`config.mk`:
```
export PLATFORM = sky130hd
export DESIGN_NAME = guard_prng_flat
export DESIGN_NICKNAME = d
export VERILOG_FILES = /design/src/rtl/guard_prng_if.sv /design/src/rtl/guard_prng.sv /design/src/flat_wrapper.sv
export SDC_FILE = /design/constraint.sdc
export NUM_CORES = 1
export LEC_CHECK = 0
export CAP_MARGIN = 0
export CORE_MARGIN = 2
export CORE_UTILIZATION = 35
export DETAILED_ROUTE_END_ITERATION = 16
export SYNTH_ARGS = -nofsm -noshare
export SYNTH_HDL_FRONTEND = slang
export SYNTH_SLANG_ARGS = --single-unit
export TNS_END_PERCENT = 100
```
`constraint.sdc`:
```
create_clock -name clk -period 2.4 [get_ports clk]
set_input_delay 0.36 -clock clk [delete_from_list [all_inputs] [get_ports clk]]
set_output_delay 0.36 -clock clk [all_outputs]
set_load 0.1 [all_outputs]
```
`src/rtl/guard_prng_if.sv`:
```
// guard_prng_if: seed and guard-word handshake bundle between seed source, PRNG and masked multiplier
interface guard_prng_if;
  logic        seed_valid;
  logic [31:0] seed;
  logic        seed_ready;
  logic        guards_valid;
  logic        guards_ready;
  logic [3:0]  guards;
  logic        seed_err;
  logic        reseed_req;
  modport master (
    output seed_valid, seed, guards_ready,
    input  seed_ready, guards_valid, guards, seed_err, reseed_req
  );
  modport slave (
    input  seed_valid, seed, guards_ready,
    output seed_ready, guards_valid, guards, seed_err, reseed_req
  );
endinterface

```
`src/rtl/guard_prng.sv`:
```
// guard_prng: seeded 32-bit LFSR delivering 4-bit guard words with warm-up and reseed limit
module guard_prng #(
  parameter int          WARMUP_CYCLES = 8,
  parameter logic [15:0] RESEED_LIMIT  = 16'hFFFF
) (
  input  logic       clk,
  input  logic       rst_n,
  guard_prng_if.slave bus
);
  localparam int WW = (WARMUP_CYCLES > 0) ? $clog2(WARMUP_CYCLES + 1) : 1;
  typedef enum logic [1:0] {UNSEEDED, WARMUP, RUN, STALE} state_t;
  state_t        state_q;
  logic [31:0]   s_q;
  logic [31:0]   adv_d;
  logic [WW-1:0] wcnt_q;
  logic [15:0]   cnt_q;
  logic [15:0]   cnt_d;
  logic          seed_err_q;
  // four LFSR steps per advance, and saturating next word count
  always_comb begin
    adv_d = s_q;
    for (int i = 0; i < 4; i++) adv_d = {adv_d[30:0], adv_d[31] ^ adv_d[21] ^ adv_d[1] ^ adv_d[0]};
    cnt_d = (cnt_q == 16'hFFFF) ? cnt_q : cnt_q + 16'd1;
  end
  // FSM: a nonzero seed wins over everything, a zero seed only flags an error
  always_ff @(posedge clk or negedge rst_n) begin
    if (!rst_n) begin
      state_q    <= UNSEEDED;
      s_q        <= '0;
      wcnt_q     <= '0;
      cnt_q      <= '0;
      seed_err_q <= 1'b0;
    end else if (bus.seed_valid && bus.seed != 32'd0) begin
      s_q        <= bus.seed;
      wcnt_q     <= '0;
      cnt_q      <= '0;
      seed_err_q <= 1'b0;
      state_q    <= (WARMUP_CYCLES == 0) ? RUN : WARMUP;
    end else begin
      if (bus.seed_valid) seed_err_q <= 1'b1;
      case (state_q)
        WARMUP: begin
          s_q    <= adv_d;
          wcnt_q <= wcnt_q + WW'(1);
          if (wcnt_q == WW'(WARMUP_CYCLES - 1)) state_q <= RUN;
        end
        RUN: if (bus.guards_ready) begin
          s_q   <= adv_d;
          cnt_q <= cnt_d;
          if (cnt_d == RESEED_LIMIT) state_q <= STALE;
        end
        default: ;
      endcase
    end
  end
  assign bus.seed_ready   = 1'b1;
  assign bus.guards_valid = (state_q == RUN);
  assign bus.guards       = (state_q == RUN) ? s_q[3:0] : 4'h0;
  assign bus.seed_err     = seed_err_q;
  assign bus.reseed_req   = (state_q == STALE);
endmodule

```
`src/flat_wrapper.sv`:
```
// flat-port wrapper written by rule: the top's interface ports become plain ports
module guard_prng_flat 
#(
  parameter int          WARMUP_CYCLES = 8,
  parameter logic [15:0] RESEED_LIMIT  = 16'hFFFF
)
  (clk, rst_n, bus_seed_valid, bus_seed, bus_guards_ready, bus_seed_ready, bus_guards_valid, bus_guards, bus_seed_err, bus_reseed_req);
  guard_prng_if bus_i ();
  input  logic clk;
  input  logic rst_n;
  input wire logic [$bits(bus_i.seed_valid)-1:0] bus_seed_valid;
  input wire logic [$bits(bus_i.seed)-1:0] bus_seed;
  input wire logic [$bits(bus_i.guards_ready)-1:0] bus_guards_ready;
  output wire logic [$bits(bus_i.seed_ready)-1:0] bus_seed_ready;
  output wire logic [$bits(bus_i.guards_valid)-1:0] bus_guards_valid;
  output wire logic [$bits(bus_i.guards)-1:0] bus_guards;
  output wire logic [$bits(bus_i.seed_err)-1:0] bus_seed_err;
  output wire logic [$bits(bus_i.reseed_req)-1:0] bus_reseed_req;
  assign bus_i.seed_valid = bus_seed_valid;
  assign bus_i.seed = bus_seed;
  assign bus_i.guards_ready = bus_guards_ready;
  assign bus_seed_ready = bus_i.seed_ready;
  assign bus_guards_valid = bus_i.guards_valid;
  assign bus_guards = bus_i.guards;
  assign bus_seed_err = bus_i.seed_err;
  assign bus_reseed_req = bus_i.reseed_req;
  guard_prng #(.WARMUP_CYCLES(WARMUP_CYCLES), .RESEED_LIMIT(RESEED_LIMIT)) u_core (.clk(clk), .rst_n(rst_n), .bus(bus_i));
endmodule
```
==> results.cfg, run 1 <==
[layout]
regArea_um2 = 1380
antenna_cells = 0
multi_input_area_um2 = 1650
nets = 458
n_fill_cell = 849
drive_above_1_share_pct = 15.9
areaGrowthSynthToFinish_pct = 27.7
design_area_um2 = 4010

[routing]
routedWlPerCell_um = 15.0
viasPerCell = 5.24
via_count = 2773
wl_um = 7950
drc_errors = 0
drt_pass1_iterations = 5
ant_nets = 0
drtIter0Drc = 152

[yosys]
syn_nets = 398
synth_enable_flop_cells = 0
synth_most_common_cell = nand2_1
syn_area_per_cell_um2 = 8.73
synth_area_leaders = dfrtp_1 (44%), nand2_1 (8.6%), nor2_1 (6.8%)
synth_top_cell_by_area = dfrtp_1
yosysTopAreaCellShare_pct = 43.8
ys_seq_area_share_pct = 43.8
synth_warnings = 0
yosysUniqueCellTypes = 46
synthTopCellsByCount = nand2_1 (72), nor2_1 (57), dfrtp_1 (55)
synthFlopType = dfrtp_1
syn_area_um2 = 3140
synthArstFlopShare_pct = 100
synth-seq-cells = 55
synthCells = 360

[timing]
max-slew-margin-rel_pct = 43.7
fin_worst_skew_ns = 0.0151
holdWs_ns = 0.140
hold_viol_final = 0
post-route-period-util_pct = 93.0
setup_viol = 0
worst_slew_pin_slew_ns = 0.844
fmax_mhz = 448
grt_setup_unrepaired = no
drv_slew = 0
finalCriticalPeriod_ns = 2.23

[die]
chipWidth_um = 98.7
start_util_pct = 36.0
core_area_um2 = 8720
fp-row-count = 34
die_y_um = 98.7
ioPinCount = 44
dieArea_um2 = 9750

[clock_tree]
cts_tree = done
path_clk_slew_ns = 0.11
clockBufferDepth = 2
cts_max_level = 2
cts.sinks = 55
cts_root_buf = clkbuf_8
cts_buffers = 5
postCtsSetupRepairBufs = 0
cts_hold_buf = 0
clock_latency_ns = 0.32

[placement]
dpl_cell_area_um2 = 3880
hpwl_um = 5710
port_buffers = 42
gp_congestion = 0.880

[worst_setup_path]
crit_required_ns = 2.60
crit_path_start_kind = primary input
cp.arrival_ns = 2.43
path_class = primary input to register
cp-end-kind = register
crit_fanout = 38

[global_route]
grt_max_degree = 56
grt.met3_usage_pct = 3.40
grt-busiest-layer = met2
grt_pass1_wl_um = 13500
track_usage_pct = 16.8
met1_usage_pct = 24.5
grt_util_met2_pct = 25.9
antenna_found_initial = 0
grt_pass1_vias = 2690
gr-total-overflow = 0

[status]
outcome = finished, final reports clean

[run]
drv_cap = 0

[hold_path]
hold_path.class = primary input to asynchronous set/reset pin

[power_and_ir_drop]
leakagePower_nw = 1.74
power.total_mw = 2.21
ir_worst_vdd_mv = 0.304
power_density_nw_per_um2 = 552
[area by class of cell]
class	instances	area share [%]
Inverter	2	0.187
Multi-Input combinational cell	279	41.0
Timing Repair Buffer	77	18.7
Clock inverter	3	0.717
Tap cell	108	3.37
Clock buffer	5	1.72
Sequential cell	55	34.3
[worst max-delay path: stages]
cell and delay, ns:
clkdlybuf4s50_1 0.45, nor4_2 0.30, nand4_1 0.21, o21a_2 0.27
or3_4 0.42, buf_12 0.18, o21ai_0 0.13, o22ai_2 0.10
[stage by stage]
| stage | instances | setup TNS, ns | setup WS [ns] | utilization, % |
|---|---|---|---|---|
| final | 529 | 0 | 0.168 | 46.0 |
| after global routing | 529 | 0 | 0.0263 | 46.0 |
| after floorplan | 360 | 0 | 0.206 | - |
| after detailed placement | 521 | -8.67 | -0.344 | 44.5 |
| after global placement | 521 | -8.68 | -0.312 | 44.5 |
| after CTS | 529 | 0 | 0.0200 | 45.7 |
[registers in the layout (all words and copies together), names as in the netlist]
signal and flops:
u_core.wcnt_q 4, u_core.cnt_q 16, u_core.s_q 32, u_core.state_q 2, u_core.bus.seed_err 1
[per-layer routing]
layer  vias up  wire (um)
li1       1379          -
met1      1319       3860
met2        66       3650
met3         9        347
met4         0         81
met5         -          0
[kinds of logic after synthesis]
logic type	Yosys count	synth area share, %
AO/OA/AOI/OAI	64	13.4
XOR/XNOR	26	7.69
adder cells (fa/ha/maj)	2	0.796
buffers and inverters	26	4.90
flip-flops	55	43.8
multiplexers	4	1.27
other	1	0.119
AND/OR/NAND/NOR	182	28.0
[power breakdown]
| part | switching (mW) | internal (mW) |
|---|---|---|
| combinational | 0.261 | 0.279 |
| sequential | 0.0842 | 1.03 |
| clock | 0.341 | 0.217 |
[final timing paths]
path,start,to,slack [ns],cells past startpoint
hold reg to reg,u_core.bus.seed_err,u_core.bus.seed_err,0.52,2
min in group clk,u_core.bus.seed_err,u_core.bus.seed_err,0.52,2
hold / removal,rst_n,u_core.s_q[30],0.14,1
setup / recovery,bus_seed[29],u_core.s_q[0],0.17,8
setup reg to reg,u_core.cnt_q[1],u_core.cnt_q[15],0.17,6
max in group asynchronous,rst_n,u_core.bus.seed_err,1.55,2
[cells in the final DEF, fill, tap and decap left out, drive strengths merged, types with 3 or more instances in the layout]
cell            n
a211oi          3
a21oi           9
a31oi          32
and2            7
and4            5
buf            43
clkbuf          5
clkdlybuf4s50  34
dfrtp          55
inv             3
mux2i           4
nand2          72
nand3           8
nand4           9
nor2           58
nor3            4
nor4           12
o2111ai         3
o21ai           6
xnor2          10
xor2           15
[repair_timing]
action                                  CTS  global route
resized for setup                         1             4
endpoints found under the setup margin    1            14
pin swaps                                 0             2
endpoints found under the hold margin     0             0
No activity file was read; power rests on OpenSTA's default activity.
==> inputs of run 2 (changes only) <==
CAP_MARGIN = 20   (was 0)
CORE_UTILIZATION = 40   (was 35)
==> results.cfg, run 2 (synthesis gave the netlist of run 1 again) <==
[clock_tree]
cts_hold_buf = 0
cts_buffers = 5
cts_root_buf = clkbuf_8
cts_repair_resize_count = 0
path_clk_slew_ns = 0.10
clock_latency_ns = 0.30
cts_max_level = 2
postCtsSetupRepairBufs = 0
clockBufferDepth = 2
cts_tree = done
cts.sinks = 55

[power_and_ir_drop]
power_density_nw_per_um2 = 537
pwr-share-comb_pct = 25.2
switching_share_pct = 29.6
ir_worst_vdd_mv = 0.281
clockPowerShare_pct = 23.3
power.internal_mw = 1.52
power_switching_mw = 0.640
seqPwrFrac_pct = 51.5
leakagePower_nw = 1.75

[timing]
fin_worst_skew_ns = 0.00437
max-slew-margin-rel_pct = 54.3
drv_slew = 0
post-route-period-util_pct = 92.2
grt_setup_unrepaired = no
finalSetupTns_ns = 0
fmax_mhz = 452
holdWs_ns = 0.0890
finalCriticalPeriod_ns = 2.21
worst_slew_pin_slew_ns = 0.686
setup_viol = 0
hold_viol_final = 0

[status]
outcome = finished, final reports clean

[global_route]
grt_pass1_wl_um = 13300
antenna_found_initial = 0
grt_pass1_vias = 2623
grt_max_degree = 56
track_usage_pct = 19.6
gr-total-overflow = 0

[worst_setup_path]
cp-end-kind = register
timing.rr.start = u_core.cnt_q[1]
cp_slowest_cell = clkdlybuf4s50_1
reg2reg_depth = 7
crit_chain = clkdlybuf4s50_1 > nor4_1 > nand4_1 > o21a_2 > or3_4 > buf_12 > nor2_1 > a31oi_1
cp.arrival_ns = 2.40
critPathMaxStageDelay_ns = 0.43
crit_path_start_kind = primary input
path_class = primary input to register
crit_fanout = 37
r2r_slack_ns = 0.20
r2r_end = u_core.state_q[0]
crit_required_ns = 2.58

[placement]
port_buffers = 42
hpwl_um = 5870
gp_congestion = 0.948

[hold_path]
hold_path.class = primary input to asynchronous set/reset pin

[layout]
largestRegisters = u_core.s_q x32, u_core.cnt_q x16, u_core.wcnt_q x4
mostFrequentLayoutCell = nand2_1
regMostFlops = u_core.s_q
areaGrowthSynthToFinish_pct = 28.0
antenna_cells = 0
fin_util_pct = 52.3
mostFrequentLayoutCells = nand2_1 (72), nor2_1 (57), dfrtp_1 (55)
largest_reg_flops = 32
drive_above_1_share_pct = 15.8
nets = 460

[routing]
viasPerCell = 5.34
drt_pass1_iterations = 4
via_count = 2804
wl_um = 7970
drc_errors = 0
drtIter0Drc = 128
routedWlPerCell_um = 15.2
ant_nets = 0

[die]
dieArea_um2 = 8580
die_y_um = 92.6
fp-row-count = 32
core_area_um2 = 7690
start_util_pct = 40.9
ioPinCount = 44
chipWidth_um = 92.6

[run]
drv_cap = 0
## run 2: cell types whose count changed in the layout (fill, tap and decap cells not counted)
cell and delta:
clkinv_2 +1, nor4_1 +2, buf_12 +2, nor4_2 -2, clkinvlp_4 +2, clkinv_4 -2, inv_8 -1
## run 2: how the worst max path moves through the flow
stage | slack (ns) | startpoint | endpoint | cells after the start
global placement | -0.27 | bus_seed[29] | u_core.s_q[2] | 8
CTS | 0.07 | bus_seed[11] | u_core.s_q[12] | 8
finish | 0.19 | bus_seed[11] | u_core.s_q[16] | 8
detailed placement | -0.26 | bus_seed[11] | u_core.s_q[16] | 8
global route | 0.02 | u_core.cnt_q[1] | u_core.state_q[0] | 7
floorplan | 0.21 | u_core.state_q[0] | bus_guards[0] | 3
## run 2: metal layers
metal	wire [um]	vias up	GRT usage (%)
met5	0	-	0
met4	68	0	4.66
met3	350	4	3.66
met2	3490	61	28.0
met1	4060	1348	30.7
li1	-	1391	-
## run 2: per-stage QoR
step                      cells  total power, mW  instance area [um^2]  setup slack (ns)
final                       525             2.16                  4020             0.187
after global routing        525             2.30                  4020            0.0223
after CTS                   525             2.19                  4010            0.0672
after floorplan             360             1.47                  3140             0.206
after detailed placement    517             1.68                  3920            -0.258
after global placement      517             1.67                  3920            -0.269
## run 2: area by class of cell
| type | count | area [um^2] |
|---|---|---|
| Fill cell | 750 | 3660 |
| Multi-Input combinational cell | 279 | 1630 |
| Sequential cell | 55 | 1380 |
| Timing Repair Buffer | 79 | 788 |
| Tap cell | 102 | 128 |
| Clock buffer | 5 | 68.8 |
| Clock inverter | 3 | 20.0 |
| Inverter | 2 | 7.51 |
## run 2: power groups by stage
| stage | registers [mW] | clock network, mW | logic, mW |
|---|---|---|---|
| after CTS | 1.11 | 0.528 | 0.548 |
| after detailed placement | 1.13 | 0 | 0.544 |
| after floorplan | 1.11 | 0 | 0.353 |
| after global routing | 1.13 | 0.561 | 0.609 |
| final | 1.11 | 0.503 | 0.544 |
| after global placement | 1.13 | 0 | 0.539 |
## run 2: worst max-delay path, delay by kind of cell
kind	cells	cell delay, ns
buf+inv	2	0.62
compound gates	2	0.30
simple gates	4	1.11
==> inputs of run 3 (changes only) <==
REMOVE_ABC_BUFFERS = 1   (was not set)
==> results.cfg, run 3 (synthesis gave the netlist of run 1 again) <==
[clock_tree]
cts.sinks = 55
clockBufferDepth = 2
cts_hold_buf = 0
path_clk_slew_ns = 0.10
clock_latency_ns = 0.32
cts_tree = done
cts_root_buf = clkbuf_8
cts_buffers = 5
cts_max_level = 2

[routing]
ant_nets = 0
viasPerCell = 5.26
drt_pass1_iterations = 4
drtIter0Drc = 178
drc_errors = 0
routedWlPerCell_um = 14.5
wl_um = 7560
via_count = 2743

[worst_setup_path]
cp-end-kind = register
cp.arrival_ns = 2.42
crit_fanout = 16
r2r_end = u_core.state_q[0]
reg2reg_depth = 7
r2r_slack_ns = 0.28
timing.rr.start = u_core.cnt_q[1]
path_class = primary input to register
crit_required_ns = 2.59
crit_path_start_kind = primary input

[layout]
mostFrequentLayoutCell = nand2_1
largestRegisters = u_core.s_q x32, u_core.cnt_q x16, u_core.wcnt_q x4
largest_reg_flops = 32
areaGrowthSynthToFinish_pct = 26.8
nets = 456
fin_util_pct = 51.8
design_area_um2 = 3990
antenna_cells = 0
regMostFlops = u_core.s_q
drive_above_1_share_pct = 15.8
multi_input_area_um2 = 1660
mostFrequentLayoutCells = nand2_1 (72), nor2_1 (57), dfrtp_1 (55)
stdcell_count = 521
regArea_um2 = 1380
n_fill_cell = 742

[timing]
hold_viol_final = 0
finalSetupTns_ns = 0
post-route-period-util_pct = 93.0
holdWs_ns = 0.113
fmax_mhz = 448
max-slew-margin-rel_pct = 48.6
fin_worst_skew_ns = 0.0138
worst_slack_ns = 0.169
setup_viol = 0
drv_slew = 0
worst_slew_pin_slew_ns = 0.771
finalCriticalPeriod_ns = 2.23
grt_setup_unrepaired = no

[die]
fp-row-count = 32
die_y_um = 92.6
dieArea_um2 = 8580
ioPinCount = 44
core_area_um2 = 7690
chipWidth_um = 92.6
start_util_pct = 40.9

[power_and_ir_drop]
power.total_mw = 2.17
ir_worst_vdd_mv = 0.226
leakagePower_nw = 1.72
power_density_nw_per_um2 = 544

[hold_path]
hold_path.class = primary input to asynchronous set/reset pin

[placement]
gp_congestion = 0.898
port_buffers = 42
hpwl_um = 5500
dpl_worst_slack_ns = -0.546
dpl.cell_count = 513
dpl_cell_area_um2 = 3840

[run]
drv_cap = 0

[global_route]
gr-total-overflow = 0
antenna_found_initial = 0
grt_pass1_vias = 2630
track_usage_pct = 18.5
grt_max_degree = 56
grt_pass1_wl_um = 12600

[status]
outcome = finished, final reports clean
[run 3: final cells by class]
| cell class | count | share of cell area (%) |
|---|---|---|
| clock buffers | 6 | 1.82 |
| repair buffers | 75 | 18.1 |
| multi-input cells | 279 | 41.8 |
| well taps | 102 | 3.20 |
| flip-flops and latches | 55 | 34.5 |
| clock inverters | 2 | 0.440 |
| inverters | 2 | 0.188 |
[run 3: per-layer routing]
metal	wire [um]	part of all wire (%)	GRT usage, %	vias up
li1	-	-	-	1381
met1	3790	50	26.9	1299
met2	3400	45	28.2	53
met3	240	3.2	2.85	10
met4	131	1.7	6.37	0
met5	0	0	0	-
[run 3: worst max-delay path, stage by stage]
cell and delay (ns):
clkdlybuf4s50_1 0.44, nor4_2 0.29, buf_4 0.15, nand4_1 0.14
o21a_2 0.28, or3_4 0.43, buf_6 0.17, o21ai_0 0.10
o22ai_2 0.08
[run 3: repair_timing]
action                                  in CTS  in global routing
cloned                                       0                  0
buffers inserted                             0                  0
endpoints found under the setup margin      33                 34
gates resized for setup                      6                  5
pin swaps                                    0                  1
[run 3: worst max path at each step]
stage	startpoint	to	cells after the start
finish	bus_seed[20]	u_core.s_q[0]	9
global route	u_core.state_q[1]	u_core.cnt_q[4]	6
CTS	bus_seed[20]	u_core.s_q[14]	9
detailed placement	bus_seed[4]	u_core.s_q[14]	8
global placement	bus_seed[4]	u_core.s_q[0]	8
floorplan	u_core.state_q[0]	u_core.state_q[0]	5
[run 3: power by group]
group | leakage (nW) | internal, mW | total, mW | switching [mW]
clock | 0.0454 | 0.211 | 0.526 | 0.316
sequential | 0.698 | 1.03 | 1.11 | 0.0782
combinational | 0.975 | 0.274 | 0.531 | 0.258
